--- config.mk ---
export PLATFORM = sky130hd
export DESIGN_NAME = mult_sched
export DESIGN_NICKNAME = d
export VERILOG_FILES = /design/src/rtl/mult_sched.sv
export SDC_FILE = /design/constraint.sdc
export NUM_CORES = 1
export LEC_CHECK = 0
export BUFFER_PORTS_ARGS = -buffer_cell sky130_fd_sc_hd__buf_2
export CORE_ASPECT_RATIO = 0.9
export CORE_UTILIZATION = 41
export DETAILED_ROUTE_END_ITERATION = 10
export PLACE_DENSITY_LB_ADDON = 0.12
export SYNTH_ARGS = -nofsm -noshare
export SYNTH_HDL_FRONTEND = slang
export SYNTH_SLANG_ARGS = --single-unit
--- constraint.sdc ---
create_clock -name clk -period 1.6 [get_ports clk]
set_clock_uncertainty 0.2 [all_clocks]
set_input_delay 0.24 -clock clk [delete_from_list [all_inputs] [get_ports clk]]
set_output_delay 0.24 -clock clk [all_outputs]
set_load 0.02 [all_outputs]
--- src/rtl/mult_sched.sv ---
// rtl/mult_sched.sv - round-robin scheduler for two requesters sharing one iterative shift-add multiplier
// Captures the winner's operands, sequences load/run, returns the product with a done pulse and a watchdog flag.
module mult_sched #(
  parameter int SIZE = 8
) (
  input  logic              clk,
  input  logic              reset,
  input  logic              req0,
  input  logic [SIZE-1:0]   a0,
  input  logic [SIZE-1:0]   b0,
  input  logic              req1,
  input  logic [SIZE-1:0]   a1,
  input  logic [SIZE-1:0]   b1,
  output logic              gnt0,
  output logic              gnt1,
  output logic              done0,
  output logic              done1,
  output logic [2*SIZE-1:0] res,
  output logic              err,
  output logic              busy,
  output logic [SIZE-1:0]   mul_a,
  output logic [SIZE-1:0]   mul_b,
  output logic              mul_start,
  input  logic              mul_fin,
  input  logic [SIZE-1:0]   mul_hm,
  input  logic [SIZE-1:0]   mul_lm
);

  typedef enum logic [1:0] {IDLE, LOAD, RUN, DONE} state_t;

  localparam int RCW = $clog2(SIZE + 5);
  // Last RUN count before the watchdog gives up: RUN lasts at most SIZE+4 cycles.
  localparam logic [RCW-1:0] RC_LAST = RCW'(SIZE + 3);

  state_t         state;
  logic           lp;
  logic           owner;
  logic [RCW-1:0] rc;
  logic           pick1;

  // Requester 1 wins when alone, or on a tie when requester 0 was served last.
  always_comb begin
    pick1 = req1 && (!req0 || !lp);
  end

  assign busy      = (state != IDLE);
  assign mul_start = (state == RUN) && !mul_fin;

  always_ff @(posedge clk or posedge reset) begin
    if (reset) begin
      state <= IDLE;
      lp    <= 1'b1;
      owner <= 1'b0;
      rc    <= '0;
      gnt0  <= 1'b0;
      gnt1  <= 1'b0;
      done0 <= 1'b0;
      done1 <= 1'b0;
      res   <= '0;
      err   <= 1'b0;
      mul_a <= '0;
      mul_b <= '0;
    end else begin
      gnt0  <= 1'b0;
      gnt1  <= 1'b0;
      done0 <= 1'b0;
      done1 <= 1'b0;
      case (state)
        IDLE: begin
          if (req0 || req1) begin
            owner <= pick1;
            mul_a <= pick1 ? a1 : a0;
            mul_b <= pick1 ? b1 : b0;
            gnt0  <= !pick1;
            gnt1  <= pick1;
            state <= LOAD;
          end
        end
        LOAD: begin
          rc    <= '0;
          state <= RUN;
        end
        RUN: begin
          rc <= rc + RCW'(1);
          if (mul_fin) begin
            res   <= {mul_hm, mul_lm};
            err   <= 1'b0;
            done0 <= !owner;
            done1 <= owner;
            state <= DONE;
          end else if (rc == RC_LAST) begin
            res   <= '0;
            err   <= 1'b1;
            done0 <= !owner;
            done1 <= owner;
            state <= DONE;
          end
        end
        DONE: begin
          lp    <= owner;
          state <= IDLE;
        end
        default: state <= IDLE;
      endcase
    end
  end

endmodule

[After elaboration in Yosys (flattened, before gate mapping)]
Index checks and enable logic that the tools add are counted.
Word-level totals
  bits in registers: 45
  logic and storage cells: 56
  input port bits: 53
  output and inout bits: 39
Cells by class
  muxes and demuxes: 21
  add/subtract/negate cells: 1
  eq/ne operators: 6
  reductions and logical operators: 16
Operator list (count)
  2-to-1 mux 16 bit: 2
  2-to-1 mux 8 bit: 2
  2-to-1 mux 1 bit: 12
  case mux 2 bit (4 select lines): 1
  case mux 4 bit (2 select lines): 1
  2-to-1 mux 2 bit: 3
  AND reduction 2 bit: 3
  nonzero test 2 bit: 3
  zero test 1 bit: 5
  adder 4 x 1 -> 4 bit, second input constant: 1
  equality test 2 bit, second input constant: 2
  equality test 4 bit, second input constant: 1
  inequality test 3 x 2 -> 1 bit, second input constant: 1
  equality test 2 x 1 -> 1 bit, second input constant: 1
  logical AND 1 bit: 2
  zero test 2 bit: 1
  logical OR 1 bit: 2
  inequality test 2 bit, second input constant: 1

[Depth between registers and ports, before layout]
  word-level depth: 6
  mapped depth: 7
  mapped depth without buffers: 5

[Worst setup path before layout]
OpenSTA, ideal clock, no wires.
  path type: register to register
  start point: register state[0]
  end point: register state[1]
  library setup time: 0.125 ns
  buffers on the path: 0
  arrival: 1.381 ns
  clock period less this slack: 1.706 ns
  data required time: 1.275 ns
  stages on the path, launching flop included: 6
  slack: -0.106 ns
  path through: dfrtp_1 inv_1 ha_1 inv_2 o32a_1 mux2_4
Between the ends
  cells in the longest elaborated chain, start to end: 3
  elaborated cells on any way between the ends: 8
  classes of those cells: eq/ne (5); mux (1); reduce/logical (2)
RTL lines
  start: declaration: line 35  | state_t state;
  start signal: assignment: line 51  | state <= IDLE;
  start signal: assignment: line 76  | state <= LOAD;
  start signal: assignment: line 81  | state <= RUN;
  equality test 2 bit or zero test 2 bit (tied branches): line 68  | case (state)
  inequality test 3 x 2 -> 1 bit (no line) or inequality test 2 bit (tied branches)
  AND reduction 2 bit (no line)
Several ways; a longest one is shown, not always the timed one.
A chain may end at the register's enable or synchronous reset.

[Worst setup path in the final report]
  start point: register state[0]
  end point: output mul_start
Between the ends
  cells in the longest elaborated chain, start to end: 2
RTL lines
  equality test 2 bit: line 47  | assign mul_start = (state == RUN) && !mul_fin;
  logical AND 1 bit: line 47
  end: declaration: line 23  | output logic mul_start,
Every way passes these cells.

==> run summary <==
Num CTS Buffers: 5
Register area share after synthesis: 58.4%
Via-per-instance ratio: 4.60
Clk sinks: 45
Total number of vias: 1593
Worst Hold Path EP: mul_b[4]
CP Depth: 6
GRT overflow: 0
Initial Util: 43.0%
Worst-Skew Late Latency: 0.29 ns
Die area: 4980 sq um
RSZ-0062 raised after global routing: true
Layout cell share with drive strength beyond 1: 47.9%
Fin crit share: 105%
Area leader, netlist: dfrtp_1
DRC viols: 0
Cell breakdown of the critical path: inv_2 > ha_4 > nand2b_4 > buf_6 > inv_2 > buf_6
Chip height: 67.1 um
Cells after synthesis: 158
Antenna viol nets, final: 0
Critical path buffers and inverters: 4
EDFF count, synth: 0
Asr flop ratio synth: 100%
RD Place Congestion: 0.723
Worst R2R Path Depth: 5
Leakage power: 0.00156 uW
Seq cells post-synth: 45
Initial drt markers: 34
Total routed wirelength: 4.29 mm
CP Launch Type: register
Worst r2r src: state[1]
Net count after synthesis: 215
Port bufs: 91
CORE AREA: 4490 sq um
Area Growth Syn to Fin: 51.1%
Final net count: 340
Fmax: 596 MHz
R2r setup slk: -0.04 ns
Cell area after synthesis: 1930 sq um
Synth Flop Type: dfrtp_1
Slowest library cell on the worst path: dfrtp_1
Required @ worst endpoint: 1.16 ns
Hold Violations, Final: 0
Global-route wire length before repair: 6.77 mm
Commonest cells post-synth: dfrtp_1, mux2i_1, nand2_1, a22o_1, o21ai_0
Maximum root-to-sink buffer count: 2
Vias in the first global route: 1561
Delay-heaviest family, CP: flip-flops
IO Pins: 92
Final worst path period need: 1.68 ns
Die W: 74.3 um
Count leader, synth: dfrtp_1
Critical Path Fanout Max: 2
Final worst slack: -0.0771 ns
Synth unique cells: 32
Outcome: complete, but fails checks
WL/cell: 12.4 um
CTS tree: yes
Synth top area cells: dfrtp_1, mux2i_1, a22o_1
H-tree depth: 2
Crit. End Element: primary output
Slew margin rel.: 72.0%
Detail Placement HPWL: 2.94 mm
Synth top area share: 57.1%
Fin Hold WS: 0.0182 ns
Initial antenna violation count: 0
Clk root buf: clkbuf_8
Diode count: 0
Maximum VDD drop: 0.00107 V
Fin. max-slew vios: 0
Reg2reg end: state[1]
Mean Syn Cell Area: 12.2 sq um
Critical path type: reg2out
Hold Crit Class: in2reg
Max Cap Viol: 0
Placement-stage cell area: 2590 sq um
Total GRT Usage: 18.4%
Endpoints failing setup: 17
HP Start: b1[4]
Slew @ Worst Pin: 0.419 ns
Pin count of the biggest net entering global routing: 35
Pre-antenna DRT Iters: 4
Clock Pin Slew Worst Setup and Hold Paths: 0.08 ns
PwrDens: 1790 nW/um^2
Crit path arrival time: 1.24 ns
Failing checks: negative setup slack
Num rows: 23
Hold path depth: 3
Syn. warnings: 0
CP max stage delay: 0.39 ns
Design area: 2920 sq um
## layout by cell type, fill, tap and decap left out, types with 2 or more instances in the layout
cell type / count
clkinvlp_4: 2
buf_4: 12
inv_1: 3
mux2i_1: 17
nand3_1: 2
o21ai_0: 10
ha_4: 2
nor2b_1: 2
nor2_1: 3
dfrtp_1: 43
clkbuf_8: 5
buf_12: 5
a22o_1: 16
buf_2: 89
buf_6: 4
dlygate4sd3_1: 17
inv_2: 4
nand2_1: 17
o21ai_1: 8
## metrics by stage
| stage | setup slack, ns | std cells | TNS, ns | utilization (%) | total power (uW) |
|---|---|---|---|---|---|
| floorplan | -0.0221 | 158 | -0.0221 | - | 3540 |
| global placement | -0.0179 | 317 | -0.0179 | 57.8 | 4360 |
| detailed placement | -0.0475 | 317 | -0.0475 | 57.8 | 4400 |
| CTS | -0.109 | 346 | -0.650 | 64.9 | 5260 |
| global route | -0.140 | 346 | -1.30 | 64.9 | 5600 |
| finish | -0.0771 | 346 | -0.245 | 64.9 | 5210 |
## routing by layer
metal,vias up,track usage [%],wire [um]
li1,805,-,-
met1,730,22.1,1930
met2,52,30.7,2060
met3,6,5.60,255
met4,0,7.31,44
met5,-,0,0
## kinds of logic after synthesis
family,after synthesis,share of synthesized area [%]
muxes,19,10.2
DFF,45,58.4
buffers and inverters,17,5.51
adders and majority gates,4,2.59
AOI/OAI and AO/OA,43,16.1
and+or+nand+nor,30,7.13
## how the worst max path moves through the flow
stage / endpoint / from
final: mul_start / state[0]
after global routing: mul_start / state[0]
after CTS: mul_start / state[0]
after detailed placement: state[1] / state[1]
after global placement: state[1] / state[1]
after floorplan: state[1] / state[1]
## report_power, final
| part | switching, uW | internal (uW) | leakage (uW) |
|---|---|---|---|
| logic | 1440 | 1220 | 0.000960 |
| registers | 244 | 1630 | 0.000566 |
| clock network | 371 | 308 | 0.0000374 |
| total | 2060 | 3160 | 0.00156 |
## state kept, by name, summed over array words and instances, names as in the netlist
name / count
owner: 1
done0: 1
gnt0: 1
mul_b: 8
lp: 1
mul_a: 8
res: 16
state: 2
rc: 4
gnt1: 1
err: 1
done1: 1
## worst min-delay path, stage by stage
cell and delay, ns:
buf_2 0.07, mux2i_1 0.05, o21ai_1 0.11
## final cells by class
cell class / instances / area [sq um]
flip-flops and latches: 45 / 1130
fillers: 375 / 1570
repair buffers: 127 / 851
clock inverters: 2 / 15.0
inverters: 8 / 32.5
well taps: 62 / 77.6
clock buffers: 6 / 72.6
multi-input cells: 96 / 738
## timing repair
item | 4_1_cts | 5_1_grt
endpoints found under the hold margin | 31 | 0
setup buffers | 4 | 0
pin swaps | 2 | 2
hold buffers | 17 | 0
resized for setup | 11 | 0
setup endpoints to repair | 3 | 19
(Power assumes the default switching activity.)
